==> config.mk <==
export PLATFORM = sky130hd
export DESIGN_NAME = mac_filtro_flat
export DESIGN_NICKNAME = d
export VERILOG_FILES = /design/src/rtl/mac_filtro_pkg.sv /design/src/rtl/mac_filtro_if.sv /design/src/rtl/mac_filtro_mult_sat_q78.sv /design/src/rtl/mac_filtro.sv /design/src/flat_wrapper.sv
export SDC_FILE = /design/constraint.sdc
export NUM_CORES = 1
export LEC_CHECK = 0
export ABC_AREA = 1
export BUFFER_PORTS_ARGS = -buffer_cell sky130_fd_sc_hd__buf_2
export CAP_MARGIN = 0
export CORE_ASPECT_RATIO = 0.6
export CORE_MARGIN = 2
export CORE_UTILIZATION = 57
export DETAILED_ROUTE_END_ITERATION = 16
export PLACE_DENSITY_LB_ADDON = 0.15
export SLEW_MARGIN = 20
export SYNTH_ARGS = -nofsm -noshare
export SYNTH_HDL_FRONTEND = slang
export SYNTH_SLANG_ARGS = --single-unit
export TNS_END_PERCENT = 1
==> constraint.sdc <==
create_clock -name clk -period 8.7 [get_ports clk]
set_input_delay 0 -clock clk [delete_from_list [all_inputs] [get_ports clk]]
set_output_delay 0 -clock clk [all_outputs]
set_load 0.005 [all_outputs]
==> src/rtl/mac_filtro_pkg.sv <==
// Shared constants for the Q7.8 filter datapath and its controller.
package filtro_pkg;
  localparam int unsigned DW    = 16;
  localparam int unsigned NCOEF = 5;
  localparam int unsigned FRAC  = 8;
  localparam logic signed [DW-1:0] SAT_MAX = {1'b0, {(DW-1){1'b1}}};
  localparam logic signed [DW-1:0] SAT_MIN = {1'b1, {(DW-1){1'b0}}};
endpackage

==> src/rtl/mac_filtro_if.sv <==
// Controller/host bus of the MAC filter datapath.
interface mac_filtro_if #(parameter int unsigned DW = filtro_pkg::DW);
  logic          paso;
  logic [2:0]    sel_cons;
  logic [1:0]    sel_fk;
  logic          sel_ac;
  logic          listo;
  logic          muestra;
  logic [DW-1:0] x_in;
  logic          coef_we;
  logic [2:0]    coef_addr;
  logic [DW-1:0] coef_din;
  logic [DW-1:0] y;
  logic          y_valid;
  logic          ovf;
  logic          err;

  modport master (
    output paso, sel_cons, sel_fk, sel_ac, listo, muestra, x_in,
           coef_we, coef_addr, coef_din,
    input  y, y_valid, ovf, err
  );

  modport slave (
    input  paso, sel_cons, sel_fk, sel_ac, listo, muestra, x_in,
           coef_we, coef_addr, coef_din,
    output y, y_valid, ovf, err
  );
endinterface

==> src/rtl/mac_filtro_mult_sat_q78.sv <==
// Combinational Q7.8 multiply: full-width product, arithmetic shift, saturate.
module mult_sat_q78
  import filtro_pkg::*;
#(
  parameter int unsigned DW = filtro_pkg::DW
) (
  input  logic signed [DW-1:0] a,
  input  logic signed [DW-1:0] b,
  output logic signed [DW-1:0] p,
  output logic                 sat
);
  localparam logic signed [2*DW-1:0] HI = {{(DW+1){1'b0}}, {(DW-1){1'b1}}};
  localparam logic signed [2*DW-1:0] LO = {{(DW+1){1'b1}}, {(DW-1){1'b0}}};

  logic signed [2*DW-1:0] full;
  logic signed [2*DW-1:0] shifted;

  // Product, rescale, clamp to DW limits
  always_comb begin
    full    = a * b;
    shifted = full >>> FRAC;
    sat     = 1'b0;
    p       = shifted[DW-1:0];
    if (shifted > HI) begin
      p   = HI[DW-1:0];
      sat = 1'b1;
    end else if (shifted < LO) begin
      p   = LO[DW-1:0];
      sat = 1'b1;
    end
  end
endmodule

==> src/rtl/mac_filtro.sv <==
// MAC filter datapath: sample shift line, coefficient bank, saturating accumulator.
module mac_filtro
  import filtro_pkg::*;
#(
  parameter int unsigned DW    = filtro_pkg::DW,
  parameter int unsigned NCOEF = filtro_pkg::NCOEF
) (
  input  logic         clk,
  input  logic         reset,
  mac_filtro_if.slave  bus
);
  localparam logic signed [DW-1:0] LIM_MAX = {1'b0, {(DW-1){1'b1}}};
  localparam logic signed [DW-1:0] LIM_MIN = {1'b1, {(DW-1){1'b0}}};

  logic signed [DW-1:0] f_q    [3];
  logic signed [DW-1:0] f_d    [3];
  logic signed [DW-1:0] coef_q [NCOEF];
  logic signed [DW-1:0] coef_d [NCOEF];
  logic signed [DW-1:0] acc_q, acc_d;
  logic signed [DW-1:0] y_q, y_d;
  logic                 y_valid_q, y_valid_d;
  logic                 ovf_q, ovf_d;
  logic                 err_q, err_d;

  logic signed [DW-1:0] coef_op, samp_op, prod_raw, prod, acc_next, sum_sat;
  logic signed [DW:0]   sum;
  logic                 cons_ok, sel_ok, mul_sat, add_sat;

  // Operand selection; out-of-range selects read as zero
  always_comb begin
    cons_ok = 32'(bus.sel_cons) < NCOEF;
    sel_ok  = cons_ok && (bus.sel_fk != 2'd3);
    coef_op = '0;
    for (int unsigned i = 0; i < NCOEF; i++) begin
      if (32'(bus.sel_cons) == i) coef_op = coef_q[i];
    end
    case (bus.sel_fk)
      2'd0:    samp_op = f_q[0];
      2'd1:    samp_op = f_q[1];
      2'd2:    samp_op = f_q[2];
      default: samp_op = '0;
    endcase
  end

  mult_sat_q78 #(.DW(DW)) u_mult (
    .a   (coef_op),
    .b   (samp_op),
    .p   (prod_raw),
    .sat (mul_sat)
  );

  // Gate the product and form the saturated accumulate candidate
  always_comb begin
    prod    = sel_ok ? prod_raw : '0;
    sum     = {acc_q[DW-1], acc_q} + {prod[DW-1], prod};
    add_sat = sum[DW] != sum[DW-1];
    sum_sat = add_sat ? (sum[DW] ? LIM_MIN : LIM_MAX) : sum[DW-1:0];
    acc_next = bus.sel_ac ? sum_sat : prod;
  end

  // Next-state for accumulator, result, flags, coefficient and sample registers
  always_comb begin
    f_d       = f_q;
    coef_d    = coef_q;
    acc_d     = acc_q;
    y_d       = y_q;
    ovf_d     = ovf_q;
    err_d     = err_q;
    y_valid_d = bus.paso & bus.listo;
    if (bus.paso) begin
      acc_d = acc_next;
      if (bus.listo) y_d = acc_next;
      if ((sel_ok && mul_sat) || (bus.sel_ac && add_sat)) ovf_d = 1'b1;
      if (!sel_ok) err_d = 1'b1;
    end
    if (bus.coef_we) begin
      if (32'(bus.coef_addr) < NCOEF) begin
        for (int unsigned i = 0; i < NCOEF; i++) begin
          if (32'(bus.coef_addr) == i) coef_d[i] = bus.coef_din;
        end
      end else begin
        err_d = 1'b1;
      end
    end
    if (bus.muestra) begin
      f_d[2] = f_q[1];
      f_d[1] = f_q[0];
      f_d[0] = bus.x_in;
    end
  end

  // State registers with synchronous reset taking priority
  always_ff @(posedge clk) begin
    if (reset) begin
      f_q       <= '{default: '0};
      coef_q    <= '{default: '0};
      acc_q     <= '0;
      y_q       <= '0;
      y_valid_q <= 1'b0;
      ovf_q     <= 1'b0;
      err_q     <= 1'b0;
    end else begin
      f_q       <= f_d;
      coef_q    <= coef_d;
      acc_q     <= acc_d;
      y_q       <= y_d;
      y_valid_q <= y_valid_d;
      ovf_q     <= ovf_d;
      err_q     <= err_d;
    end
  end

  assign bus.y       = y_q;
  assign bus.y_valid = y_valid_q;
  assign bus.ovf     = ovf_q;
  assign bus.err     = err_q;
endmodule

==> src/flat_wrapper.sv <==
// flat-port wrapper written by rule: the top's interface ports become plain ports
module mac_filtro_flat import filtro_pkg::*;
#(
  parameter int unsigned DW    = filtro_pkg::DW,
  parameter int unsigned NCOEF = filtro_pkg::NCOEF
)
  (clk, reset, bus_paso, bus_sel_cons, bus_sel_fk, bus_sel_ac, bus_listo, bus_muestra, bus_x_in, bus_coef_we, bus_coef_addr, bus_coef_din, bus_y, bus_y_valid, bus_ovf, bus_err);
  mac_filtro_if #(.DW(DW)) bus_i ();
  input  logic clk;
  input  logic reset;
  input wire logic [$bits(bus_i.paso)-1:0] bus_paso;
  input wire logic [$bits(bus_i.sel_cons)-1:0] bus_sel_cons;
  input wire logic [$bits(bus_i.sel_fk)-1:0] bus_sel_fk;
  input wire logic [$bits(bus_i.sel_ac)-1:0] bus_sel_ac;
  input wire logic [$bits(bus_i.listo)-1:0] bus_listo;
  input wire logic [$bits(bus_i.muestra)-1:0] bus_muestra;
  input wire logic [$bits(bus_i.x_in)-1:0] bus_x_in;
  input wire logic [$bits(bus_i.coef_we)-1:0] bus_coef_we;
  input wire logic [$bits(bus_i.coef_addr)-1:0] bus_coef_addr;
  input wire logic [$bits(bus_i.coef_din)-1:0] bus_coef_din;
  output wire logic [$bits(bus_i.y)-1:0] bus_y;
  output wire logic [$bits(bus_i.y_valid)-1:0] bus_y_valid;
  output wire logic [$bits(bus_i.ovf)-1:0] bus_ovf;
  output wire logic [$bits(bus_i.err)-1:0] bus_err;
  assign bus_i.paso = bus_paso;
  assign bus_i.sel_cons = bus_sel_cons;
  assign bus_i.sel_fk = bus_sel_fk;
  assign bus_i.sel_ac = bus_sel_ac;
  assign bus_i.listo = bus_listo;
  assign bus_i.muestra = bus_muestra;
  assign bus_i.x_in = bus_x_in;
  assign bus_i.coef_we = bus_coef_we;
  assign bus_i.coef_addr = bus_coef_addr;
  assign bus_i.coef_din = bus_coef_din;
  assign bus_y = bus_i.y;
  assign bus_y_valid = bus_i.y_valid;
  assign bus_ovf = bus_i.ovf;
  assign bus_err = bus_i.err;
  mac_filtro #(.DW(DW), .NCOEF(NCOEF)) u_core (.clk(clk), .reset(reset), .bus(bus_i));
endmodule
* After elaboration in Yosys (flattened, before gate mapping)
Cells that the tools add are included.
W data, S select, Z words.
** Word-level totals
- Logic and storage cells :: 64
- Register bits :: 163
- Output and inout bits :: 19
- Input bits :: 47
** Operators by class
- Bitwise logic cells :: 1
- Add/sub/neg operators :: 1
- Multipliers :: 1
- Equal/unequal tests :: 12
- $lt $le $gt $ge :: 4
- Reductions and logical operators :: 14
- Multiplexer cells :: 18
** Operators by type and width (count)
- $mux W16 :: 11
- $pmux W16 S3 :: 1
- $mul A16 B16 Y32 :: 1
- $gt A24 B16 Y1 const B :: 1
- $lt A24 B16 Y1 const B :: 1
- $add A16 B16 Y17 :: 1
- $reduce_and A3 Y1 :: 5
- $eq A3 B2 Y1 const B :: 4
- $eq A3 B1 Y1 const B :: 2
- $eq A3 B3 Y1 const B :: 2
- $logic_not A3 Y1 :: 2
- $lt A3 B3 Y1 const B :: 2
- $mux W1 :: 6
- $reduce_and A2 Y1 :: 2
- $logic_and A1 B1 Y1 :: 3
- $eq A2 B1 Y1 const B :: 1
- $eq A2 B2 Y1 const B :: 1
- $logic_not A2 Y1 :: 1
- $ne A2 B2 Y1 const B :: 1
- $and A1 B1 Y1 :: 1
- $logic_or A1 B1 Y1 :: 1
- $ne A1 B1 Y1 :: 1

* Logic depth before layout (Yosys ltp)
Gate-level depths: netlist (run 1).
- Depth after elaboration :: 16
- Mapped depth :: 61
- Mapped depth without buffers :: 58

* Cells and area by module
A second synthesis (run 1) with hierarchy kept.
** Unflattened totals
- Cells, all modules :: 2642
- Area total of the unflattened synthesis :: 18780.5 um2
** Modules (own cells, without submodules)
- mult_sat_q78 :: area an instance 10894.2 um2, cells each 1494, seq. area each 0.0 um2, times used 1
- mac_filtro :: area an instance 7886.3 um2, cells each 1148, seq. area each 3263.1 um2, times used 1

* Worst setup path after synthesis (run 1)
No wires, ideal clock.
- Kind :: input -> register
- From :: input bus_sel_cons[0]
- To :: register u_core.acc_q[2]
- Path buffers :: 6
- Arrival :: 9287 ps
- Stages :: 55
- Data required time :: 8591 ps
- Setup time :: 109 ps
- Setup slack :: -696 ps
- Path through :: buf_4 -> inv_1 -> nand2_2 -> buf_6 -> inv_1 -> nand2_1 -> o2111ai_1 -> o21ai_0 -> clkbuf_1 -> nor2_1 -> inv_1 -> fa_1 -> inv_1 -> fa_1 -> inv_1 -> fa_1 -> fa_1 -> inv_1 -> [... 19 more ...] -> inv_1 -> fa_1 -> o21ai_0 -> a21oi_1 -> o21bai_1 -> nand3_1 -> nand2_1 -> nand4_1 -> nand2_1 -> xor2_1 -> or2_2 -> nand2_1 -> clkbuf_1 -> o21ai_0 -> nand2_1 -> nand3_1 -> nand2_1 -> inv_1
** On the way
- Word-level cells in the longest chain between the ends :: 15
- Elaborated cells on any way between the ends :: 23
- Classes of those cells :: 1 x add/sub; 1 x mul; 3 x order compare; 5 x eq/ne; 11 x mux; 2 x reduce/logical
** Ends and longest elaborated chain
- from (decl) :: RTL line flat_wrapper.sv:12 : input wire logic [$bits(bus_i.sel_cons)-1:0] bus_sel_cons;
- $logic_not A3 Y1 :: RTL line mac_filtro.sv:35 : if (32'(bus.sel_cons) == i) coef_op = coef_q[i];
- $mux W16 (5 in a row) :: RTL line mac_filtro.sv:35
- $mul A16 B16 Y32 :: RTL line mac_filtro_mult_sat_q78.sv:20 : full = a * b;
- $lt A24 B16 Y1 :: RTL line mac_filtro_mult_sat_q78.sv:27 : end else if (shifted < LO) begin
- $mux W16 :: RTL line mac_filtro_mult_sat_q78.sv:27
- $mux W16 :: RTL line mac_filtro_mult_sat_q78.sv:24 : if (shifted > HI) begin
- $mux W16 * :: RTL line mac_filtro.sv:54 : prod = sel_ok ? prod_raw : '0;
- $add A16 B16 Y17 :: RTL line mac_filtro.sv:55 : sum = {acc_q[DW-1], acc_q} + {prod[DW-1], prod};
- $mux W16 / $ne A1 B1 Y1 (equally long branches) :: RTL line mac_filtro.sv:57, mac_filtro.sv:56
- $mux W16 :: RTL line mac_filtro.sv:57 : sum_sat = add_sat ? (sum[DW] ? LIM_MIN : LIM_MAX) : sum[DW-1:0];
- $mux W16 * :: RTL line mac_filtro.sv:58 : acc_next = bus.sel_ac ? sum_sat : prod;
- to (signal assigned) :: RTL line mac_filtro.sv:97 : acc_q <= '0;
- to (signal assigned) :: RTL line mac_filtro.sv:105 : acc_q <= acc_d;
- to (decl) :: RTL line mac_filtro.sv:19 : logic signed [DW-1:0] acc_q, acc_d;
Mark *: on every way between the ends. The rest lies on a longest branch, timed or not.
A chain may end at the register's enable or synchronous reset.

* Final worst setup path (run 1)
- From :: register u_core.f_q[18] in the netlist's numbering
- To :: register u_core.acc_q[6]
** On the way
- Word-level cells in the longest chain between the ends :: 10
- Elaborated cells on any way between the ends :: 12
- Classes of those cells :: 1 x add/sub; 1 x mul; 2 x order compare; 1 x eq/ne; 7 x mux
** Ends and longest elaborated chain
- from (decl) :: RTL line mac_filtro.sv:15 : logic signed [DW-1:0] f_q [3];
- from (signal assigned) :: RTL line mac_filtro.sv:95 : f_q <= '{default: '0};
- from (signal assigned) :: RTL line mac_filtro.sv:103 : f_q <= f_d;
- $pmux W16 S3 * :: RTL line mac_filtro.sv:37 : case (bus.sel_fk)
- $mul A16 B16 Y32 * :: RTL line mac_filtro_mult_sat_q78.sv:20
- $lt A24 B16 Y1 :: RTL line mac_filtro_mult_sat_q78.sv:27
- $mux W16 :: RTL line mac_filtro_mult_sat_q78.sv:27
- $mux W16 * :: RTL line mac_filtro_mult_sat_q78.sv:24
- $mux W16 * :: RTL line mac_filtro.sv:54
- $add A16 B16 Y17 :: RTL line mac_filtro.sv:55
- $mux W16 / $ne A1 B1 Y1 (equally long branches) :: RTL line mac_filtro.sv:57, mac_filtro.sv:56
- $mux W16 :: RTL line mac_filtro.sv:57
- $mux W16 * :: RTL line mac_filtro.sv:58
Marked as above.

==> summary.md, run 1 <==
| Metric | Value |
|---|---|
| First-pass GRT wire length | `92790 um` |
| Skew final | `0.02309 ns` |
| Status | `finished, violations left` |
| RR Endpoint | `u_core.acc_q[6]` |
| Die area | `33270 sq um` |
| Dpl hpwl | `45650 um` |
| Layout area overhead | `29.89%` |
| Total Power | `4.123 mW` |
| DRT Pass-1 Iters | `6` |
| I/O Buffers | `65` |
| Final core occ | `0.7538` |
| CTS tree | `yes` |
| Ranking of synthesized cells by area | `fa_1 (29%), dfxtp_1 (18%), nand2_1 (10%)` |
| Layout cells sized above 1 | `0.2451` |
| R2R Path Start | `u_core.f_q[18]` |
| Mapped Cells | `2415` |
| Fmax | `0.1099 GHz` |
| RD Place Congestion | `1.004` |
| Tcrit/Tclk final | `1.046` |
| Top-count cell post-synth | `nand2_1` |
| Ant diodes | `0` |
| Synth Net Count | `2819` |
| CP Launch Type | `register` |
| Synth top cells by count | `nand2_1 (489), inv_1 (473), nor2_1 (314)` |
| Most common cell on crit path | `buf_4` |
| Post-route setup slack | `-0.3974 ns` |
| Slowest-stage cell, CP | `fa_2` |
| CTS root buf | `clkbuf_16` |
| Synth Flop Type | `dfxtp_1` |
| Synth top area share | `0.2895` |
| Final Max Slew Viols | `0` |
| Register-to-Register Path Depth | `54` |
| Sequential cell area | `3266 sq um` |
| Avg Synthesized Cell Area | `7.502 sq um` |
| Final setup fails | `33` |
| Crit path max fanout | `6` |
| Largest net degree at the start of global routing | `104` |
| Gr ovfl total | `0` |
| Layout fillers | `2336` |
| Post-DP Area | `21350 sq um` |
| Initial Utilization | `0.5803` |
| Skew-Pair Late Insertion Delay | `0.46 ns` |
| Drt total wl | `58530 um` |
| Max Cap Viol | `0` |
| Post-synthesis register bit count | `163` |
| Cts bufs inserted | `17` |
| EDFF count, synth | `0` |
| Clock Sinks | `163` |
| Core Box Area | `31220 sq um` |
| Synth area leader | `fa_1` |
| Vias in the first global route | `17530` |
| Final hold violations | `0` |
| Clock slew at reported path FFs | `0.09 ns` |
| VDD IR max | `0.1423 mV` |
| Die extent in y | `142.1 um` |
| Detailed-route via count | `17720` |
| Largest stage delay on the critical path | `0.61 ns` |
| Critical path class | `register to register` |
| ANT nets after route | `0` |
| Unrepaired setup endpoints after global routing | `yes` |
| Crit path time final | `9.097 ns` |
| Actual slew at the worst max-slew pin | `1.061 ns` |
| Die Width | `234.2 um` |
| Gr usage total | `0.3609` |
| Failing checks | `negative setup slack` |
| Reg2reg setup slack | `-0.40 ns` |
| CP Capture Type | `register` |
| Area taken by multi-input logic gates | `13390 sq um` |
| Slew margin rel. | `0.2923` |
| Finished layout cell area | `23530 sq um` |
| Synthesized area | `18120 sq um` |
| Worst Path Required | `9.07 ns` |
| Nets@finish | `3231` |
| CTS max path bufs | `2` |
| Setup TNS | `-10.78 ns` |
| YS warnings | `0` |
| Asr flop ratio synth | `0` |
| Routed length per instance | `17.98 um` |
| # rows | `50` |
| Yosys cell types | `50` |
| Number of vias per cell | `5.441` |
| DRC Markers | `0` |
| Register area share after synthesis | `0.1801` |
| Drt initial violations | `2036` |
| Crit path capture | `u_core.acc_q[6]` |
| Worst min path class | `primary input to register` |
| Antenna violations before repair | `0` |
| Leak pwr | `11.58 nW` |
| Arr. time, crit path | `9.47 ns` |
| Top Ports | `66` |
| Worst Setup SP | `u_core.f_q[18]` |
| PwrDens | `175.2 nW/um^2` |
| H-tree levels | `4` |
## how the worst min path moves through the flow
stage	from	depth (start not counted)	endpoint
finish	bus_coef_we	3	u_core.bus.err
floorplan	bus_x_in[8]	2	u_core.f_q[40]
global placement	bus_x_in[10]	3	u_core.f_q[42]
global route	bus_coef_we	3	u_core.bus.err
CTS	bus_coef_we	3	u_core.bus.err
detailed placement	bus_x_in[10]	3	u_core.f_q[42]
## area by class of cell
cell class,count,share of cell area
multi-input combinational,1681,0.5691
timing repair buffer,483,0.1649
sequential,163,0.1388
inverter,481,0.07832
tap,416,0.02212
clock buffer,17,0.01808
clock inverter,15,0.008667
## per-stage QoR
step           hold slack (ns)  setup slack, ns  std cells
2_1_floorplan           0.1405          0.04486       2415
3_3_place_gp            0.2533          -0.8352       3142
3_5_place_dp            0.2583          -0.9504       3142
4_1_cts               0.007334         -0.07185       3243
5_1_grt               0.007544          -0.8183       3256
6_report               0.02157          -0.3974       3256
## placed cells by master (no fill, tap or decap), types with 4 or more instances in the layout
cell type,n
a21o_1,11
a221oi_2,6
buf_2,64
clkbuf_16,18
dlygate4sd3_1,33
clkinv_8,7
fa_2,7
inv_4,4
a21oi_2,27
inv_2,15
inv_1,455
nor2_1,288
a211oi_1,49
xor2_1,18
nor3_1,4
nor2_4,11
nand2_1,463
buf_6,7
o21ai_2,16
o21ai_1,37
fa_1,255
nand3_2,7
ha_4,16
dfxtp_1,161
nor2_2,26
ha_1,77
buf_12,23
buf_4,355
xnor2_1,21
a21oi_1,131
o211ai_1,9
o21ai_0,31
nand2_4,6
o21a_1,7
nand2_2,42
nand3_1,66
a221oi_1,5
## worst max-delay path, delay by kind of cell (launching register included)
kind,cells,cell delay (ns)
adder cells (fa/ha/maj),8,3.65
XOR/XNOR,1,0.16
AO/OA/AOI/OAI,8,1.11
flip-flops,1,0.33
buffers and inverters,21,2.03
AND/OR/NAND/NOR,16,1.69
## per-layer routing
layer	track usage	wire length, um	vias up
li1	-	-	8218
met1	0.5499	26370	8508
met2	0.5178	24200	904
met3	0.09575	7044	86
met4	0.06262	911	0
met5	0	0	-
## power by group
| part | leakage [nW] | internal (mW) | switching, mW |
|---|---|---|---|
| Sequential | 1.33 | 0.793 | 0.0340 |
| Clock | 0.302 | 0.396 | 0.410 |
| Combinational | 9.95 | 1.12 | 1.37 |
| Total | 11.6 | 2.31 | 1.81 |
## timing repair
item | 4_1_cts | 5_1_grt
cloned | 0 | 1
setup endpoints to repair | 33 | 33
hold buffers | 33 | 0
pin swaps | 37 | 62
resized for setup | 123 | 107
buffers inserted | 36 | 12
endpoints found under the hold margin | 98 | 0
## kinds of logic (layout without fill, tap and decap cells)
kind of cell	after synthesis	count (layout)	synth area share
AO/OA/AOI/OAI	352	352	0.1132
XOR/XNOR	42	42	0.02031
adder cells (fa/ha/maj)	357	357	0.3551
buffers and inverters	571	996	0.1245
flip-flops	163	163	0.1801
AND/OR/NAND/NOR	930	930	0.2068
## registers in the layout (all words and copies together), names as in the netlist
register	flops
u_core.coef_q	80
u_core.f_q	48
u_core.acc_q	16
u_core.bus.err	1
u_core.bus.y	16
u_core.bus.ovf	1
u_core.bus.y_valid	1
Power figures use the tool's default switching activity.
==> run 2: changes to the inputs <==
--- a/config.mk
+++ b/config.mk
@@ -10,8 +10,10 @@
 export CAP_MARGIN = 0
 export CORE_ASPECT_RATIO = 0.6
 export CORE_MARGIN = 2
-export CORE_UTILIZATION = 57
+export CORE_UTILIZATION = 30
 export DETAILED_ROUTE_END_ITERATION = 16
+export GPL_ROUTABILITY_DRIVEN = 0
+export HOLD_SLACK_MARGIN = 0.05
 export PLACE_DENSITY_LB_ADDON = 0.15
 export SLEW_MARGIN = 20
 export SYNTH_ARGS = -nofsm -noshare
==> run 2 against run 1 <==
The run still ends with negative setup slack left; worst setup slack better by 0.061 ns; cell area is 5.5% higher; critical path depth rose by 2; non-clock buffer count increased by 79; die area grew 88%; via count down 1.8%; highest routed layer unchanged; maximum frequency increased by 0.68%; register-to-register slack improved by 0.06 ns; clock skew is 0.0051 ns lower; utilization is 34 points lower; cell count up 14%.
==> summary.md, run 2 (synthesis results as in run 1) <==
| Metric | Value |
|---|---|
| Slew margin rel. | `0.3297 (was 0.2923)` |
| Sink of the worst hold path | `u_core.bus.ovf (was u_core.bus.err)` |
| Top Registers | `u_core.coef_q: 80 flops, u_core.f_q: 48 flops (unchanged)` |
| Largest stage delay on the critical path | `0.53 ns (was 0.61 ns)` |
| Gr ovfl total | `0 (unchanged)` |
| Top Ports | `66 (unchanged)` |
| CTS root buf | `clkbuf_16 (unchanged)` |
| Drt initial violations | `1281 (was 2036)` |
| Ant diodes | `0 (unchanged)` |
| Routed length per instance | `16.93 um (was 17.98 um)` |
| Actual slew at the worst max-slew pin | `1.005 ns (was 1.061 ns)` |
| CP delay by family, top | `buffers and inverters (was adder cells)` |
| Number of vias per cell | `4.704 (was 5.441)` |
| Final Max Slew Viols | `0 (unchanged)` |
| Unrepaired setup endpoints after global routing | `yes (unchanged)` |
| Layout area overhead | `37.06% (was 29.89%)` |
| Core Box Area | `59480 sq um (was 31220 sq um)` |
| Final core occ | `0.4174 (was 0.7538)` |
| VDD IR max | `0.1106 mV (was 0.1423 mV)` |
| Arr. time, crit path | `9.45 ns (was 9.47 ns)` |
| Tcrit/Tclk final | `1.039 (was 1.046)` |
| WHS Path Cells | `3 (unchanged)` |
| Most frequent cells in the layout | `nand2_1 (462), inv_1 (441), buf_4 (414), nor2_1 (273), fa_1 (253) (was nand2_1 (463), inv_1 (455), buf_4 (355), nor2_1 (288), fa_1 (255))` |
| I/O Buffers | `65 (unchanged)` |
| Drt total wl | `62630 um (was 58530 um)` |
| Slowest-stage cell, CP | `fa_1 (was fa_2)` |
| Commonest non-fill, non-tap cell in the layout | `nand2_1 (unchanged)` |
| DRT Pass-1 Iters | `5 (was 6)` |
| Most common cell on crit path | `buf_4 (unchanged)` |
| Layout fillers | `6051 (was 2336)` |
| CP Capture Type | `register (unchanged)` |
| Dpl hpwl | `51040 um (was 45650 um)` |
| Worst min path class | `primary input to register (unchanged)` |
| CTS max path bufs | `2 (unchanged)` |
| Antenna violations before repair | `0 (unchanged)` |
| Gr usage total | `0.2081 (was 0.3609)` |
| CTS tree | `yes (unchanged)` |
| Failing checks | `negative setup slack (unchanged)` |
| Final setup fails | `32 (was 33)` |
| Top reg by flops | `u_core.coef_q (unchanged)` |
| Layout cells sized above 1 | `0.2795 (was 0.2451)` |
| H-tree levels | `4 (unchanged)` |
| Fmax | `0.1107 GHz (was 0.1099 GHz)` |
| WP buf/inv | `31 (was 21)` |
| Crit path time final | `9.036 ns (was 9.097 ns)` |
| Register-to-Register Path Depth | `56 (was 54)` |
| Worst Path Required | `9.11 ns (was 9.07 ns)` |
| ANT nets after route | `0 (unchanged)` |
| Final hold violations | `0 (unchanged)` |
| DRC Markers | `0 (unchanged)` |
| Max reg flops | `80 (unchanged)` |
| Clock Sinks | `163 (unchanged)` |
| Crit path max fanout | `6 (unchanged)` |
| Max Cap Viol | `0 (unchanged)` |
| Reg2reg setup slack | `-0.34 ns (was -0.40 ns)` |
| Hold path start | `bus_paso (was bus_coef_we)` |
| Leak pwr | `12.07 nW (was 11.58 nW)` |
| # rows | `69 (was 50)` |
| Initial Utilization | `0.3046 (was 0.5803)` |
| Critical path class | `register to register (unchanged)` |
| Skew final | `0.01798 ns (was 0.02309 ns)` |
| Largest net degree at the start of global routing | `92 (was 104)` |
| Skew-Pair Late Insertion Delay | `0.47 ns (was 0.46 ns)` |
| CP Launch Type | `register (unchanged)` |
| Nets@finish | `3310 (was 3231)` |
| Die Width | `321.2 um (was 234.2 um)` |
| Clock slew at reported path FFs | `0.08 ns (was 0.09 ns)` |
| Detailed-route via count | `17400 (was 17720)` |
| Vias in the first global route | `17610 (was 17530)` |
| Status | `finished, violations left (unchanged)` |
| RR Endpoint | `u_core.bus.y[0] (was u_core.acc_q[6])` |
| Die extent in y | `194.4 um (was 142.1 um)` |
| Die area | `62430 sq um (was 33270 sq um)` |
| Cts bufs inserted | `17 (unchanged)` |
| First-pass GRT wire length | `100500 um (was 92790 um)` |
| Post-route setup slack | `-0.3365 ns (was -0.3974 ns)` |
| R2R Path Start | `u_core.coef_q[69] (was u_core.f_q[18])` |
| PwrDens | `166.1 nW/um^2 (was 175.2 nW/um^2)` |
| Total Power | `4.125 mW (was 4.123 mW)` |
[run 2: changes by cell type in the layout (fill, tap and decap cells not counted), moves of 7 or more]
| cell | change |
|---|---|
| a21oi_1 | +7 |
| buf_4 | +59 |
| nor2_2 | +15 |
| inv_1 | -14 |
| dfxtp_1 | -7 |
| inv_2 | +13 |
| nor2_1 | -15 |
| buf_6 | +15 |
| dfxtp_2 | +7 |
[run 2: area by class of cell]
cell class | count | area, sq um | share of cell area
tap | 781 | 977.2 | 0.03935
multi-input combinational | 1681 | 13560 | 0.5463
clock buffer | 19 | 432.9 | 0.01744
inverter | 481 | 1847 | 0.07438
timing repair buffer | 562 | 4547 | 0.1831
clock inverter | 13 | 187.7 | 0.007559
sequential | 163 | 3274 | 0.1319
[run 2: what timing repair did]
item,CTS,global route
pin swaps,82,71
endpoints found under the hold margin,101,1
buffers inserted,72,7
cloned,0,0
endpoints found under the setup margin,33,33
hold buffers,35,1
gates resized for setup,188,119
[run 2: worst max-delay path by stage]
stage / startpoint / to / slack (ns) / depth (start not counted)
detailed placement: bus_sel_cons[1] / u_core.acc_q[13] / -1.11 / 53
global route: u_core.coef_q[20] / u_core.acc_q[12] / -0.73 / 56
CTS: u_core.coef_q[21] / u_core.acc_q[7] / -0.23 / 52
floorplan: bus_sel_cons[0] / u_core.acc_q[2] / 0.04 / 58
finish: u_core.coef_q[69] / u_core.bus.y[0] / -0.34 / 56
global placement: bus_sel_cons[1] / u_core.acc_q[2] / -1.10 / 52
[run 2: metrics by stage]
step	cells	cell area (sq um)	worst slack (ns)	setup TNS, ns	hold slack (ns)
after floorplan	2415	18240	0.04486	0	0.1405
after global placement	3556	22150	-1.103	-33.56	0.2483
after detailed placement	3556	22150	-1.113	-34.10	0.2579
after CTS	3693	24370	-0.2292	-5.939	0.05665
after global routing	3700	24830	-0.7274	-22.06	0.1440
final	3700	24830	-0.3365	-8.675	0.1052
[run 2: power by group]
group / total [mW] / leakage (nW) / switching [mW] / internal [mW]
logic: 2.45 / 10.4 / 1.33 / 1.11
clock network: 0.854 / 0.303 / 0.391 / 0.464
registers: 0.822 / 1.34 / 0.0292 / 0.793
total: 4.12 / 12.1 / 1.75 / 2.37
[run 2: worst register-to-register path: cells and delay by family (launching register included)]
kind | cells | cell delay (ns)
compound gates | 7 | 1.12
xor+xnor | 1 | 0.21
fa+ha+maj | 7 | 3.26
buf+inv | 31 | 3.28
flops | 1 | 0.34
simple gates | 10 | 0.80
[run 2: metal layers]
layer | global-route usage | up-vias | wire (um) | share of wire
li1 | - | 8364 | - | -
met1 | 0.3388 | 8561 | 33330 | 0.53
met2 | 0.2778 | 455 | 23850 | 0.38
met3 | 0.04397 | 23 | 4928 | 0.079
met4 | 0.03202 | 0 | 510 | 0.0081
met5 | 0 | - | 0 | 0
==> run 3: changes to the inputs <==
--- a/config.mk
+++ b/config.mk
@@ -5,10 +5,9 @@
 export SDC_FILE = /design/constraint.sdc
 export NUM_CORES = 1
 export LEC_CHECK = 0
-export ABC_AREA = 1
+export ABC_AREA = 0
 export BUFFER_PORTS_ARGS = -buffer_cell sky130_fd_sc_hd__buf_2
 export CAP_MARGIN = 0
-export CORE_ASPECT_RATIO = 0.6
 export CORE_MARGIN = 2
 export CORE_UTILIZATION = 30
 export DETAILED_ROUTE_END_ITERATION = 16
==> run 3 against run 2 <==
Combinational power is 77% lower; register-to-register slack worse by 0.41 ns; via count is 8.5% lower; largest cell class unchanged; the run ends with design-rule violations, negative setup slack left; sequential share of layout area is 0.30 points higher; routed wire length is 11% lower; die area is 0.99% lower; maximum frequency is 4.4% lower; hold slack better by 0.19 ns; clock power is 7.5% lower; critical endpoint is now u_core.bus.y[10]; total power is 48% lower.
==> summary.md, run 3 <==
| Metric | Value |
|---|---|
| Post-synthesis register bit count | `163 (unchanged)` |
| Clock Sinks | `163 (unchanged)` |
| Slowest-stage cell, CP | `fa_2 (was fa_1)` |
| Top reg by flops | `u_core.coef_q (unchanged)` |
| Inst Count DP | `3297 (was 3556)` |
| R2R Path Start | `u_core.coef_q[31] (was u_core.coef_q[69])` |
| Worst Setup SP | `u_core.coef_q[31] (was u_core.coef_q[69])` |
| Setup TNS | `-20.96 ns (was -8.675 ns)` |
| Crit path max fanout | `8 (was 6)` |
| Cts bufs inserted | `17 (unchanged)` |
| Mapped Cells | `2146 (was 2415)` |
| Asr flop ratio synth | `0 (unchanged)` |
| Avg Synthesized Cell Area | `8.365 sq um (was 7.502 sq um)` |
| Die area | `61810 sq um (was 62430 sq um)` |
| Skew-Pair Late Insertion Delay | `0.49 ns (was 0.47 ns)` |
| Commonest non-fill, non-tap cell in the layout | `buf_4 (was nand2_1)` |
| Critical path class | `register to register (unchanged)` |
| EDFF count, synth | `0 (unchanged)` |
| Initial Utilization | `0.3036 (was 0.3046)` |
| Vias in the first global route | `16740 (was 17610)` |
| Layout cells sized above 1 | `0.2762 (was 0.2795)` |
| CP delay by family, top | `adder cells (was buffers and inverters)` |
| Worst Path Required | `9.08 ns (was 9.11 ns)` |
| Leak pwr | `11.29 nW (was 12.07 nW)` |
| Die Width | `248.6 um (was 321.2 um)` |
| Clock slew at reported path FFs | `0.07 ns (was 0.08 ns)` |
| Worst min path class | `primary input to register (unchanged)` |
| Routed length per instance | `16.38 um (was 16.93 um)` |
| CTS root buf | `clkbuf_16 (unchanged)` |
| Max reg flops | `80 (unchanged)` |
| Ranking of synthesized cells by area | `fa_1 (29%), dfxtp_1 (18%), nand2_1 (7.3%) (was fa_1 (29%), dfxtp_1 (18%), nand2_1 (10%))` |
| Top Ports | `66 (unchanged)` |
| CP Launch Type | `register (unchanged)` |
| Hold path start | `bus_muestra (was bus_paso)` |
| I/O Buffers | `65 (unchanged)` |
| Final setup fails | `33 (was 32)` |
| CP Capture Type | `register (unchanged)` |
| Synth top area share | `0.2922 (was 0.2895)` |
| Synth Flop Type | `dfxtp_1 (unchanged)` |
| Die extent in y | `248.6 um (was 194.4 um)` |
| DRT Pass-1 Iters | `12 (was 5)` |
| Drt initial violations | `733 (was 1281)` |
| CTS max path bufs | `2 (unchanged)` |
| Crit path time final | `9.448 ns (was 9.036 ns)` |
| Final Instance Count excl. Fillers | `3405 (was 3700)` |
| Layout area overhead | `34.94% (was 37.06%)` |
| Synth top cells by count | `nand2_1 (349), inv_1 (320), fa_1 (262) (was nand2_1 (489), inv_1 (473), nor2_1 (314))` |
| Largest stage delay on the critical path | `0.64 ns (was 0.53 ns)` |
| VDD IR max | `0.1573 mV (was 0.1106 mV)` |
| Largest net degree at the start of global routing | `98 (was 92)` |
| Final Max Slew Viols | `0 (unchanged)` |
| Synth Net Count | `2550 (was 2819)` |
| Unrepaired setup endpoints after global routing | `yes (unchanged)` |
| Dpl hpwl | `46710 um (was 51040 um)` |
| Gr usage total | `0.1869 (was 0.2081)` |
| Actual slew at the worst max-slew pin | `1.078 ns (was 1.005 ns)` |
| Post-route setup slack | `-0.7482 ns (was -0.3365 ns)` |
| Max Cap Viol | `0 (unchanged)` |
| Top-count cell post-synth | `nand2_1 (unchanged)` |
| Detailed-route via count | `15920 (was 17400)` |
| Synthesized area | `17950 sq um (was 18120 sq um)` |
| Drt total wl | `55780 um (was 62630 um)` |
| Number of vias per cell | `4.677 (was 4.704)` |
| ANT nets after route | `0 (unchanged)` |
| Status | `finished, violations left (unchanged)` |
| Final hold violations | `0 (unchanged)` |
| CTS tree | `yes (unchanged)` |
| PwrDens | `88.73 nW/um^2 (was 166.1 nW/um^2)` |
| Slew margin rel. | `0.2784 (was 0.3297)` |
| Antenna violations before repair | `0 (unchanged)` |
| Tcrit/Tclk final | `1.086 (was 1.039)` |
| WP buf/inv | `7 (was 31)` |
| H-tree levels | `4 (unchanged)` |
| Skew final | `0.02094 ns (was 0.01798 ns)` |
| DRC Markers | `5 (was 0)` |
| Most common cell on crit path | `fa_1 (was buf_4)` |
| Worst hold margin | `0.2903 ns (was 0.1052 ns)` |
| Top Registers | `u_core.coef_q: 80 flops, u_core.f_q: 48 flops (unchanged)` |
| Synth area leader | `fa_1 (unchanged)` |
| Final core occ | `0.4097 (was 0.4174)` |
| Arr. time, crit path | `9.83 ns (was 9.45 ns)` |
| Pre-CTS setup slack | `-1.408 ns (was -1.113 ns)` |
| YS warnings | `0 (unchanged)` |
| First-pass GRT wire length | `91360 um (was 100500 um)` |
| Register area share after synthesis | `0.1818 (was 0.1801)` |
| Nets@finish | `3023 (was 3310)` |
| Most frequent cells in the layout | `buf_4 (414), nand2_1 (337), inv_1 (318), fa_1 (252), nor2_1 (230) (was nand2_1 (462), inv_1 (441), buf_4 (414), nor2_1 (273), fa_1 (253))` |
| Yosys cell types | `73 (was 50)` |
| # rows | `89 (was 69)` |
| Gr ovfl total | `0 (unchanged)` |
| Fmax | `0.1058 GHz (was 0.1107 GHz)` |
| Ant diodes | `0 (unchanged)` |
| Core Box Area | `59130 sq um (was 59480 sq um)` |
| Failing checks | `design-rule violations, negative setup slack (was negative setup slack)` |
[run 3: cell types whose count changed in the layout (fill, tap and decap cells not counted), sizes merged, moves of 22 or more]
cell / change
nor2: -84
nand3: -62
buf: -26
a22oi: +22
mux2i: +82
nand2: -160
o21a: +29
inv: -155
a211oi: -43
[run 3: cell families (layout without fill, tap and decap cells)]
logic type,Yosys count,count (layout),synth area share
and+or+nand+nor,699,699,0.1636
buffers and inverters,411,897,0.08712
AOI/OAI and AO/OA,377,377,0.1326
adders and majority gates,357,357,0.3584
DFF,163,163,0.1818
muxes,99,99,0.05659
xor gates and xnor gates,40,40,0.01993
[run 3: path summary, 6_finish.rpt]
check,slack (ns),end,depth (start not counted)
worst max-delay path,-0.75,u_core.bus.y[10],40
worst max register to register,-0.75,u_core.bus.y[10],40
worst min register to register,0.45,u_core.coef_q[51],2
worst min-delay path,0.29,u_core.f_q[21],4
[run 3: worst min-delay path, cell delays in order]
cell and delay [ns]:
buf_2 0.09, buf_4 0.35, mux2i_1 0.20, nor2_1 0.07
[run 3: area by class of cell]
class,instances,area (sq um)
Timing Repair Buffer,545,4258
Clock buffer,18,439.2
Sequential cell,163,3267
Fill cell,5975,34910
Tap cell,773,967.2
Multi-Input combinational cell,1572,13940
Clock inverter,14,152.6
Inverter,320,1204
[run 3: power breakdown]
group | switching, mW | internal, mW
combinational | 0.301 | 0.264
clock | 0.356 | 0.434
sequential | 0.0182 | 0.776
[run 3: what timing repair did]
item | CTS | global route
gates cloned | 0 | 1
resized for setup | 39 | 133
hold buffers | 45 | 0
hold endpoints to repair | 107 | 0
pin swaps | 9 | 87
setup buffers | 5 | 25
setup endpoints to repair | 33 | 33
[run 3: per-layer routing]
layer | wire length, um | GRT usage | vias to the layer above | part of all wire
met4 | 852 | 0.05160 | 0 | 0.015
met2 | 26750 | 0.3157 | 220 | 0.48
li1 | - | - | 7787 | -
met3 | 1736 | 0.01937 | 38 | 0.031
met5 | 0 | 0 | - | 0
met1 | 26450 | 0.2539 | 7879 | 0.47
[run 3: through the flow]
step / power, mW / cell area [sq um]
3_3_place_gp: 1.323 / 22220
4_1_cts: 2.159 / 23440
5_1_grt: 2.257 / 24220
2_1_floorplan: 1.081 / 18120
6_report: 2.149 / 24220
3_5_place_dp: 1.329 / 22220
